### config.mk
export PLATFORM = sky130hd
export DESIGN_NAME = ahb_mux_m2s_param
export DESIGN_NICKNAME = d
export VERILOG_FILES = /design/src/rtl/ahb_mux_m2s_param.sv
export SDC_FILE = /design/constraint.sdc
export NUM_CORES = 1
export LEC_CHECK = 0
export BUFFER_PORTS_ARGS = -buffer_cell sky130_fd_sc_hd__clkbuf_2
export CAP_MARGIN = 15
export CORE_AREA = 4 4 144 146
export CTS_CLUSTER_DIAMETER = 30
export DETAILED_ROUTE_END_ITERATION = 12
export DIE_AREA = 0 0 148 150
export PLACE_DENSITY = 0.56
export SLEW_MARGIN = 10
export SYNTH_ARGS = -nofsm -noshare
export SYNTH_HDL_FRONTEND = slang
export SYNTH_SLANG_ARGS = --single-unit
### constraint.sdc
create_clock -name HCLK -period 1.6 [get_ports HCLK]
set_clock_uncertainty 0.1 [all_clocks]
set_input_delay 0.08 -clock HCLK [delete_from_list [all_inputs] [get_ports HCLK]]
set_output_delay 0.08 -clock HCLK [all_outputs]
set_load 0.005 [all_outputs]
### src/rtl/ahb_mux_m2s_param.sv
// ahb_mux_m2s_param: parametrised AHB master-to-slave multiplexer.
// The address-phase master (HMASTER) drives the address/control outputs
// combinationally. The data-phase owner (HMASTERD) is registered on
// HREADY and steers HWDATA. An out-of-range select falls back to
// DEFAULT_MASTER with HTRANS forced to IDLE, and raises a one-cycle HSELERR.
// Optional feature: define AHB_M2S_LOCK_EN to add HMASTLOCKx/HMASTLOCK/HMASTLOCKD.
module ahb_mux_m2s_param #(
  parameter int NUM_MASTERS    = 4,
  parameter int DEFAULT_MASTER = 1,
  parameter int ADDR_W         = 32,
  parameter int DATA_W         = 32,
  parameter int MASTER_W       = 4
) (
  input  logic                          HCLK,
  input  logic                          HRESETn,
  input  logic [NUM_MASTERS*ADDR_W-1:0] HADDRx,
  input  logic [NUM_MASTERS-1:0]        HWRITEx,
  input  logic [NUM_MASTERS*2-1:0]      HTRANSx,
  input  logic [NUM_MASTERS*3-1:0]      HSIZEx,
  input  logic [NUM_MASTERS*3-1:0]      HBURSTx,
  input  logic [NUM_MASTERS*DATA_W-1:0] HWDATAx,
  input  logic [MASTER_W-1:0]           HMASTER,
  input  logic                          HREADY,
  output logic [ADDR_W-1:0]             HADDR,
  output logic                          HWRITE,
  output logic [1:0]                    HTRANS,
  output logic [2:0]                    HSIZE,
  output logic [2:0]                    HBURST,
  output logic [DATA_W-1:0]             HWDATA,
  output logic [MASTER_W-1:0]           HMASTERD,
  output logic                          HDATAVLD,
`ifdef AHB_M2S_LOCK_EN
  input  logic [NUM_MASTERS-1:0]        HMASTLOCKx,
  output logic                          HMASTLOCK,
  output logic                          HMASTLOCKD,
`endif
  output logic                          HSELERR
);

  localparam logic [MASTER_W-1:0] DEF_SEL = MASTER_W'(DEFAULT_MASTER);
  localparam logic [31:0]         NUM_M   = 32'(NUM_MASTERS);

  logic                   sel_valid_s;
  logic [MASTER_W-1:0]    sel_eff_s;
  logic [NUM_MASTERS-1:0] addr_hit_s;
  logic [NUM_MASTERS-1:0] data_hit_s;

  logic [ADDR_W-1:0]      haddr_mux_s;
  logic                   hwrite_mux_s;
  logic [1:0]             htrans_mux_s;
  logic [2:0]             hsize_mux_s;
  logic [2:0]             hburst_mux_s;
  logic [DATA_W-1:0]      hwdata_mux_s;
  logic [1:0]             htrans_s;

  logic [MASTER_W-1:0]    hmasterd_r;
  logic                   hdatavld_r;
  logic                   hselerr_r;

  assign sel_valid_s = (32'(HMASTER) < NUM_M);
  assign sel_eff_s   = sel_valid_s ? HMASTER : DEF_SEL;

  // One-hot decode of the address-phase and data-phase owners; the AND-OR
  // mux built on these can never pick an undefined slice.
  for (genvar i = 0; i < NUM_MASTERS; i++) begin : g_hit
    assign addr_hit_s[i] = (sel_eff_s  == MASTER_W'(i));
    assign data_hit_s[i] = (hmasterd_r == MASTER_W'(i));
  end

  // AND-OR mux of the address/control fields and of the write data.
  always_comb begin
    haddr_mux_s  = '0;
    hwrite_mux_s = 1'b0;
    htrans_mux_s = 2'b00;
    hsize_mux_s  = 3'b000;
    hburst_mux_s = 3'b000;
    hwdata_mux_s = '0;
    for (int i = 0; i < NUM_MASTERS; i++) begin
      haddr_mux_s  = haddr_mux_s  | ({ADDR_W{addr_hit_s[i]}} & HADDRx[i*ADDR_W +: ADDR_W]);
      hwrite_mux_s = hwrite_mux_s | (addr_hit_s[i] & HWRITEx[i]);
      htrans_mux_s = htrans_mux_s | ({2{addr_hit_s[i]}} & HTRANSx[i*2 +: 2]);
      hsize_mux_s  = hsize_mux_s  | ({3{addr_hit_s[i]}} & HSIZEx[i*3 +: 3]);
      hburst_mux_s = hburst_mux_s | ({3{addr_hit_s[i]}} & HBURSTx[i*3 +: 3]);
      hwdata_mux_s = hwdata_mux_s | ({DATA_W{data_hit_s[i]}} & HWDATAx[i*DATA_W +: DATA_W]);
    end
  end

  // A bad select must never start a transfer: force IDLE on the slave side.
  always_comb begin
    htrans_s = 2'b00;
    if (sel_valid_s) begin
      htrans_s = htrans_mux_s;
    end else begin
      htrans_s = 2'b00;
    end
  end

  // Data-phase owner, data-valid flag and bad-select pulse, advanced on HREADY.
  always_ff @(posedge HCLK or negedge HRESETn) begin
    if (!HRESETn) begin
      hmasterd_r <= DEF_SEL;
      hdatavld_r <= 1'b0;
      hselerr_r  <= 1'b0;
    end else if (HREADY) begin
      hmasterd_r <= sel_eff_s;
      hdatavld_r <= htrans_s[1];
      hselerr_r  <= ~sel_valid_s;
    end else begin
      hmasterd_r <= hmasterd_r;
      hdatavld_r <= hdatavld_r;
      hselerr_r  <= 1'b0;
    end
  end

  assign HADDR    = haddr_mux_s;
  assign HWRITE   = hwrite_mux_s;
  assign HTRANS   = htrans_s;
  assign HSIZE    = hsize_mux_s;
  assign HBURST   = hburst_mux_s;
  assign HWDATA   = hwdata_mux_s;
  assign HMASTERD = hmasterd_r;
  assign HDATAVLD = hdatavld_r;
  assign HSELERR  = hselerr_r;

`ifdef AHB_M2S_LOCK_EN
  logic hmastlock_s;
  logic hmastlockd_r;

  // Lock follows the selected master like HWRITE, but is dropped on a bad select.
  always_comb begin
    hmastlock_s = 1'b0;
    if (sel_valid_s) begin
      hmastlock_s = |(addr_hit_s & HMASTLOCKx);
    end else begin
      hmastlock_s = 1'b0;
    end
  end

  // Data-phase copy of the lock flag, advanced on HREADY.
  always_ff @(posedge HCLK or negedge HRESETn) begin
    if (!HRESETn) begin
      hmastlockd_r <= 1'b0;
    end else if (HREADY) begin
      hmastlockd_r <= hmastlock_s;
    end else begin
      hmastlockd_r <= hmastlockd_r;
    end
  end

  assign HMASTLOCK  = hmastlock_s;
  assign HMASTLOCKD = hmastlockd_r;
`endif

endmodule

==> reports/results.md, run 1 <==
| Group | Parameter | Reported |
|:---|:---|:---|
| run status | Status | finished with violations |
| run status | Violated checks | setup timing |
| setup path | End of the critical path | HWDATA[11] |
| cts | Post CTS Setup Buffer Count | 0 |
| floorplanning | IO Pins | 378 |
| setup path | Sort of element at the start of the critical path | register |
| synth | Average cell area after synthesis | 8.358 um^2 |
| global routing | Via count of the first global-routing pass | 4520 |
| route | Routed len/inst | 17.21 um |
| floorplanning | Die height | 150 um |
| synth | Most common library cells after synthesis | sky130_fd_sc_hd__a21oi_1, sky130_fd_sc_hd__inv_1, sky130_fd_sc_hd__mux2i_1, sky130_fd_sc_hd__nand2_1, sky130_fd_sc_hd__nor4_1 |
| route | DRC | 0 |
| cts | Clk buf depth | 2 |
| setup path | Worst Path Max Fanout | 19 |
| floorplanning | Die Span X | 148 um |
| synth | Sequential element share of the synthesized area | 4.869% |
| synth | Most used flip-flop cell after synthesis | sky130_fd_sc_hd__dfrtp_1 |
| cts | Source-to-sink clock delay at the later pin of the worst-skew pair | 0.23 ns |
| setup path | Register-to-register path setup slack | 0.50 ns |
| floorplanning | Initial core utilization | 16.03% |
| timing | Transition at the pin with the smallest max-transition slack | 0.3775 ns |
| timing | Total count of max-transition violations in the final report | 0 |
| placed design | Dpl hpwl | 15010 um |
| finish | Final core area utilization | 29.13% |
| setup path | Crit path DAT | 1.78 ns |
| route | Final ANT Viol Nets | 0 |
| floorplanning | Die Footprint | 22200 um^2 |
| timing | Final hold violations | 0 |
| cts | H-tree Lvls | 1 |
| timing | Time the final worst path needs with I/O delays and setup | 1.961 ns |
| setup path | Crit end category | primary output |
| route | Initial DRT Pass Iterations | 4 |
| setup path | R2r endpoint | HMASTERD[0] |
| cts | Post-cts sizing count | 0 |
| placed design | Placed Cells | 988 |
| power and ir drop | Final total power | 2.071 mW |
| synth | Cell types occupying the most area after synthesis | sky130_fd_sc_hd__mux4_2, sky130_fd_sc_hd__mux2i_1, sky130_fd_sc_hd__nor4_1 |
| cts | Clock transition at the registers of the reported paths | 0.04 ns |
| global routing | GR met2 Demand/Resource | 26.83% |
| placed design | Cell area reported after detailed placement | 5547 um^2 |
| setup path | Worst reg2reg startpoint | HMASTERD[0] |
| setup path | Crit path launch | HMASTERD[0] |
| global routing | First-pass GRT wire length | 24650 um |
| synth | Synthesized cell area | 3109 um^2 |
| min path | Worst hold path class | primary input to async pin |
| synth | Post-synth net total | 671 |
| route | Detailed-route vias per instance | 4.365 |
| placed design | Routability-driven placement congestion ratio | 0.8192 |
| setup path | Worst EP required | 1.42 ns |
| route | Routed vias | 4348 |
| setup path | Worst Reg2Reg Path Length in Cells | 3 |
| power and ir drop | Power density normalized to cell area | 366.6 nW/um^2 |
| timing | Count of final setup violators | 32 |
| global routing | Global routing met1 resource utilization | 15.60% |
| global routing | Tot GR Track Use | 14.00% |
| cts | Total CTS buffers | 3 |
| timing | Setup ws final | -0.3607 ns |
| synth | Netlist cell types | 24 |
| synth | YS warnings | 0 |
| global routing | Initial antenna violation count | 4 |
| synth | Async SR Flop Fraction | 100.0% |
| global routing | Largest net degree at the start of global routing | 43 |
| finish | Share of layout cells above drive strength 1 | 67.49% |
| global routing | Total congestion overflow | 0 |
| cts | Clock tree from TritonCTS | done |
| finish | Layout-stage area growth over the synthesis result | 81.73% |
| timing | Max Clk Rate | 0.5100 GHz |
| synth | Area share of the largest cell type after synthesis | 23.90% |
| floorplanning | CORE AREA | 19400 um^2 |
| timing | Final critical-path share of the clock period | 122.5% |
| timing | Total negative slack for setup checks | -10.64 ns |
| synth | Number of synthesized flops with an enable pin | 0 |
| power and ir drop | Static Leak | 3.016 nW |
| floorplanning | Placement row count | 51 |
| setup path | Worst Setup Path Type | register to primary output |
| finish | Filler cell count | 2148 |
| finish | Area of all placed cells without fillers | 5650 um^2 |
| cts | # clock sinks | 6 |
| finish | Number of nets in the layout | 1029 |
| finish | Final Instance Count excl. Fillers | 996 |
| cts | Root buffer cell | sky130_fd_sc_hd__clkbuf_16 |
| power and ir drop | Peak supply drop | 0.2284 mV |
| route | Initial DRC count | 122 |
| timing | Relative slew margins | 74.83% |
| timing | Unrepaired setup endpoints after global routing | true |
| synth | Flip-flop and latch count after synthesis | 6 |
| route | Final WL | 17140 um |
| placed design | I/O Buffers | 377 |
| synth | Biggest area consumer among synthesized cells | sky130_fd_sc_hd__mux4_2 |
| global routing | GRT Max-Usage Layer | met2 |
| synth | Post-synthesis cell count | 372 |
| job | Number of maximum-capacitance violations | 0 |
| global routing | Met3 routing resource usage after global routing | 3.786% |
[cell type report]
cell class / count / area, um^2 / share of cell area [%]
Multi-Input combinational cell: 278 / 2721 / 48.16
Timing Repair Buffer: 401 / 2212 / 39.15
Tap cell: 265 / 331.6 / 5.868
Sequential cell: 6 / 151.4 / 2.679
Inverter: 40 / 150.1 / 2.657
Clock buffer: 4 / 78.83 / 1.395
Antenna cell: 2 / 5.005 / 0.08857
[registers in the layout (all words and copies together), names as in the netlist]
signal,cells
HDATAVLD,1
HMASTERD,4
HSELERR,1
[worst min-delay path by stage]
stage | from | to | slack [ns]
finish | HRESETn | HMASTERD[2] | 0.13
detailed placement | HRESETn | HMASTERD[2] | -0.18
global placement | HRESETn | HMASTERD[3] | -0.19
CTS | HRESETn | HMASTERD[2] | 0.14
floorplan | HRESETn | HDATAVLD | -0.32
global route | HRESETn | HMASTERD[2] | 0.15
[critical path, stage by stage (launching register included)]
cell and delay [ns]:
sky130_fd_sc_hd__dfstp_2 0.57, sky130_fd_sc_hd__buf_12 0.20, sky130_fd_sc_hd__mux4_2 0.52, sky130_fd_sc_hd__nor2b_4 0.14, sky130_fd_sc_hd__clkbuf_2 0.12
[through the flow]
step	worst slack (ns)	hold WS, ns
finish	-0.3607	0.1334
global route	-0.4213	0.1501
CTS	-0.3710	0.1446
detailed placement	-0.1278	-0.1832
global placement	-0.1062	-0.1869
floorplan	-0.02602	-0.3156
[report_power, final]
part / internal, mW / switching [mW] / leakage, nW / total (mW)
combinational: 0.894 / 0.593 / 2.90 / 1.49
sequential: 0.160 / 0.00539 / 0.0779 / 0.165
clock: 0.331 / 0.0880 / 0.0382 / 0.419
[routing by layer]
layer / wire length (um) / up-vias
met5: 13 / -
met4: 208 / 2
met3: 1656 / 13
met2: 8894 / 233
met1: 6366 / 1968
li1: - / 2132
[logic make-up (layout without fill, tap and decap cells)]
logic type	count (synthesis)	after routing	synth area share, %
other cells	0	2	0
compound gates	81	81	21.29
simple gates	122	122	21.53
buf+inv	88	445	14.81
flops	6	6	4.869
mux	75	75	37.50
[placed cells by master, fill, tap and decap left out, types with 2 or more instances in the layout]
| cell | Yosys | layout |
|---|---|---|
| sky130_fd_sc_hd__clkbuf_16 | 0 | 3 |
| sky130_fd_sc_hd__nand2_1 | 40 | 40 |
| sky130_fd_sc_hd__nor2_1 | 5 | 4 |
| sky130_fd_sc_hd__dlygate4sd3_1 | 0 | 2 |
| sky130_fd_sc_hd__diode_2 | 0 | 2 |
| sky130_fd_sc_hd__mux2_2 | 2 | 2 |
| sky130_fd_sc_hd__nor2b_1 | 34 | 6 |
| sky130_fd_sc_hd__inv_1 | 40 | 40 |
| sky130_fd_sc_hd__nor4_2 | 2 | 2 |
| sky130_fd_sc_hd__or2_2 | 2 | 2 |
| sky130_fd_sc_hd__nor4_1 | 37 | 37 |
| sky130_fd_sc_hd__mux2i_1 | 40 | 40 |
| sky130_fd_sc_hd__o221a_1 | 20 | 20 |
| sky130_fd_sc_hd__buf_12 | 0 | 11 |
| sky130_fd_sc_hd__o221a_2 | 19 | 19 |
| sky130_fd_sc_hd__nor2b_4 | 0 | 28 |
| sky130_fd_sc_hd__buf_4 | 4 | 12 |
| sky130_fd_sc_hd__clkbuf_2 | 1 | 376 |
| sky130_fd_sc_hd__mux4_2 | 33 | 33 |
| sky130_fd_sc_hd__a21oi_1 | 40 | 40 |
| sky130_fd_sc_hd__dfrtp_1 | 5 | 5 |
[repair_timing]
action                     CTS  global route
hold buffers                 2             0
pin swaps                    0             0
hold endpoints to repair     9             0
setup endpoints to repair   32            32
No activity file was read; power rests on OpenSTA's default activity.
==> run 2: changes to the inputs <==
Settings changed: RECOVER_POWER from default to 25.
==> reports/results.md, run 2 (same netlist as run 1, synthesis figures left out) <==
| Group | Parameter | Reported | vs previous |
|:---|:---|:---|:---|
| global routing | First-pass GRT wire length | 24650 um | unchanged |
| cts | Post CTS Setup Buffer Count | 0 | unchanged |
| timing | Setup ws final | -0.3603 ns | was -0.3607 ns |
| cts | Clk buf depth | 2 | unchanged |
| cts | # clock sinks | 6 | unchanged |
| global routing | Initial antenna violation count | 4 | unchanged |
| floorplanning | Initial core utilization | 16.03% | unchanged |
| finish | Layout-stage area growth over the synthesis result | 81.49% | was 81.73% |
| floorplanning | Die height | 150 um | unchanged |
| floorplanning | Placement row count | 51 | unchanged |
| finish | Most frequent standard cell in the layout excluding fill and tap cells | sky130_fd_sc_hd__clkbuf_2 | unchanged |
| placed design | Dpl hpwl | 15010 um | unchanged |
| placed design | I/O Buffers | 377 | unchanged |
| floorplanning | Die Footprint | 22200 um^2 | unchanged |
| power and ir drop | Power density normalized to cell area | 366.8 nW/um^2 | was 366.6 nW/um^2 |
| setup path | Crit path DAT | 1.78 ns | about the same |
| job | Number of maximum-capacitance violations | 0 | unchanged |
| global routing | Via count of the first global-routing pass | 4520 | unchanged |
| finish | Most frequent cells in the layout | sky130_fd_sc_hd__clkbuf_2, sky130_fd_sc_hd__inv_1, sky130_fd_sc_hd__a21oi_1, sky130_fd_sc_hd__mux2i_1, sky130_fd_sc_hd__nand2_1 | unchanged |
| floorplanning | Die Span X | 148 um | unchanged |
| floorplanning | IO Pins | 378 | unchanged |
| cts | Post-cts sizing count | 0 | unchanged |
| timing | Total count of max-transition violations in the final report | 0 | unchanged |
| cts | Clock tree from TritonCTS | done | unchanged |
| timing | Max Clk Rate | 0.5101 GHz | was 0.5100 GHz |
| timing | Time the final worst path needs with I/O delays and setup | 1.960 ns | was 1.961 ns |
| route | Initial DRC count | 125 | was 122 |
| finish | Area of all placed cells without fillers | 5643 um^2 | was 5650 um^2 |
| route | Initial DRT Pass Iterations | 6 | was 4 |
| floorplanning | CORE AREA | 19400 um^2 | unchanged |
| route | Final WL | 17150 um | was 17140 um |
| timing | Transition at the pin with the smallest max-transition slack | 0.3777 ns | was 0.3775 ns |
| finish | Number of nets in the layout | 1029 | unchanged |
| finish | Share of layout cells above drive strength 1 | 66.67% | was 67.49% |
| placed design | Routability-driven placement congestion ratio | 0.8192 | unchanged |
| route | Detailed-route vias per instance | 4.364 | was 4.365 |
| route | Routed len/inst | 17.22 um | was 17.21 um |
| global routing | Tot GR Track Use | 14.00% | unchanged |
| cts | Source-to-sink clock delay at the later pin of the worst-skew pair | 0.23 ns | about the same |
| finish | Number of flip-flops under the largest register name | 4 | unchanged |
| placed design | Cell area reported after detailed placement | 5547 um^2 | unchanged |
| cts | Root buffer cell | sky130_fd_sc_hd__clkbuf_16 | unchanged |
| cts | H-tree Lvls | 1 | unchanged |
| setup path | Crit path launch | HMASTERD[0] | unchanged |
| cts | Total CTS buffers | 3 | unchanged |
| global routing | Largest net degree at the start of global routing | 43 | unchanged |
| route | DRC | 0 | unchanged |
| run status | Status | finished with violations | unchanged |
| setup path | Worst Path Max Fanout | 19 | unchanged |
| setup path | Worst Setup Path Type | register to primary output | unchanged |
| timing | Final critical-path share of the clock period | 122.5% | about the same |
| timing | Count of final setup violators | 32 | unchanged |
| cts | Clock transition at the registers of the reported paths | 0.04 ns | about the same |
| timing | Unrepaired setup endpoints after global routing | true | unchanged |
| route | Final ANT Viol Nets | 0 | unchanged |
| run status | Violated checks | setup timing | unchanged |
| min path | Worst hold path class | primary input to async pin | unchanged |
| timing | Relative slew margins | 74.82% | was 74.83% |
| global routing | Total congestion overflow | 0 | unchanged |
| timing | Final hold violations | 0 | unchanged |
| power and ir drop | Static Leak | 2.996 nW | was 3.016 nW |
| power and ir drop | Peak supply drop | 0.2283 mV | was 0.2284 mV |
| finish | Final core area utilization | 29.09% | was 29.13% |
| setup path | Worst reg2reg startpoint | HMASTERD[0] | unchanged |
| setup path | Worst EP required | 1.42 ns | about the same |
| route | Routed vias | 4347 | was 4348 |
| setup path | Crit end category | primary output | unchanged |
| setup path | Sort of element at the start of the critical path | register | unchanged |
[run 2: cell counts in the layout (fill, tap and decap cells not counted)]
No cell type changed its count.
[run 2: timing repair]
| item | CTS | global route |
|---|---|---|
| hold endpoints to repair | 9 | 0 |
| pin swaps | 0 | 0 |
| endpoints found under the setup margin | 32 | 32 |
| hold buffers | 2 | 0 |
[run 2: where the power goes]
group / internal [mW] / switching (mW) / leakage (nW)
Clock: 0.331 / 0.0880 / 0.0382
Combinational: 0.893 / 0.593 / 2.88
Sequential: 0.160 / 0.00534 / 0.0779
Total: 1.38 / 0.687 / 3.00
[run 2: path summary, 6_finish.rpt]
kind / to / slack (ns) / cells past startpoint
min: HMASTERD[2] / 0.18 / 2
min reg2reg: HDATAVLD / 0.41 / 2
max in group asynchronous: HMASTERD[0] / 0.92 / 2
max reg2reg: HMASTERD[0] / 0.50 / 3
min in group HCLK: HDATAVLD / 0.26 / 3
max: HWDATA[11] / -0.36 / 4
[run 2: stage by stage]
stage / hold slack, ns / worst slack, ns / cells / setup TNS (ns) / total power [mW]
6_report: 0.1817 / -0.3603 / 996 / -10.66 / 2.070
5_1_grt: 0.2171 / -0.4213 / 996 / -12.59 / 2.222
3_5_place_dp: -0.1832 / -0.1278 / 988 / -3.292 / 1.659
3_3_place_gp: -0.1869 / -0.1062 / 988 / -2.828 / 1.646
2_1_floorplan: -0.3156 / -0.02602 / 372 / -0.4607 / 0.9583
4_1_cts: 0.1446 / -0.3710 / 994 / -11.10 / 2.093
[run 2: routing by layer]
metal  global-route usage [%]  share of wire, %
met1                    15.60                37
met4                    2.448               1.2
met2                    26.83                52
met5                        0             0.076
met3                    3.786               9.5
[run 2: worst max-delay path: stages (launching register included)]
cell and delay, ns:
sky130_fd_sc_hd__dfstp_2 0.57, sky130_fd_sc_hd__buf_12 0.20, sky130_fd_sc_hd__mux4_2 0.52, sky130_fd_sc_hd__nor2b_4 0.14, sky130_fd_sc_hd__clkbuf_2 0.12
[run 2: area by class of cell]
cell class	instances	area (um^2)
well taps	265	331.6
diodes	2	5.005
flip-flops and latches	6	151.4
repair buffers	401	2205
multi-input cells	278	2721
inverters	40	150.1
fillers	2154	13760
clock buffers	4	78.83
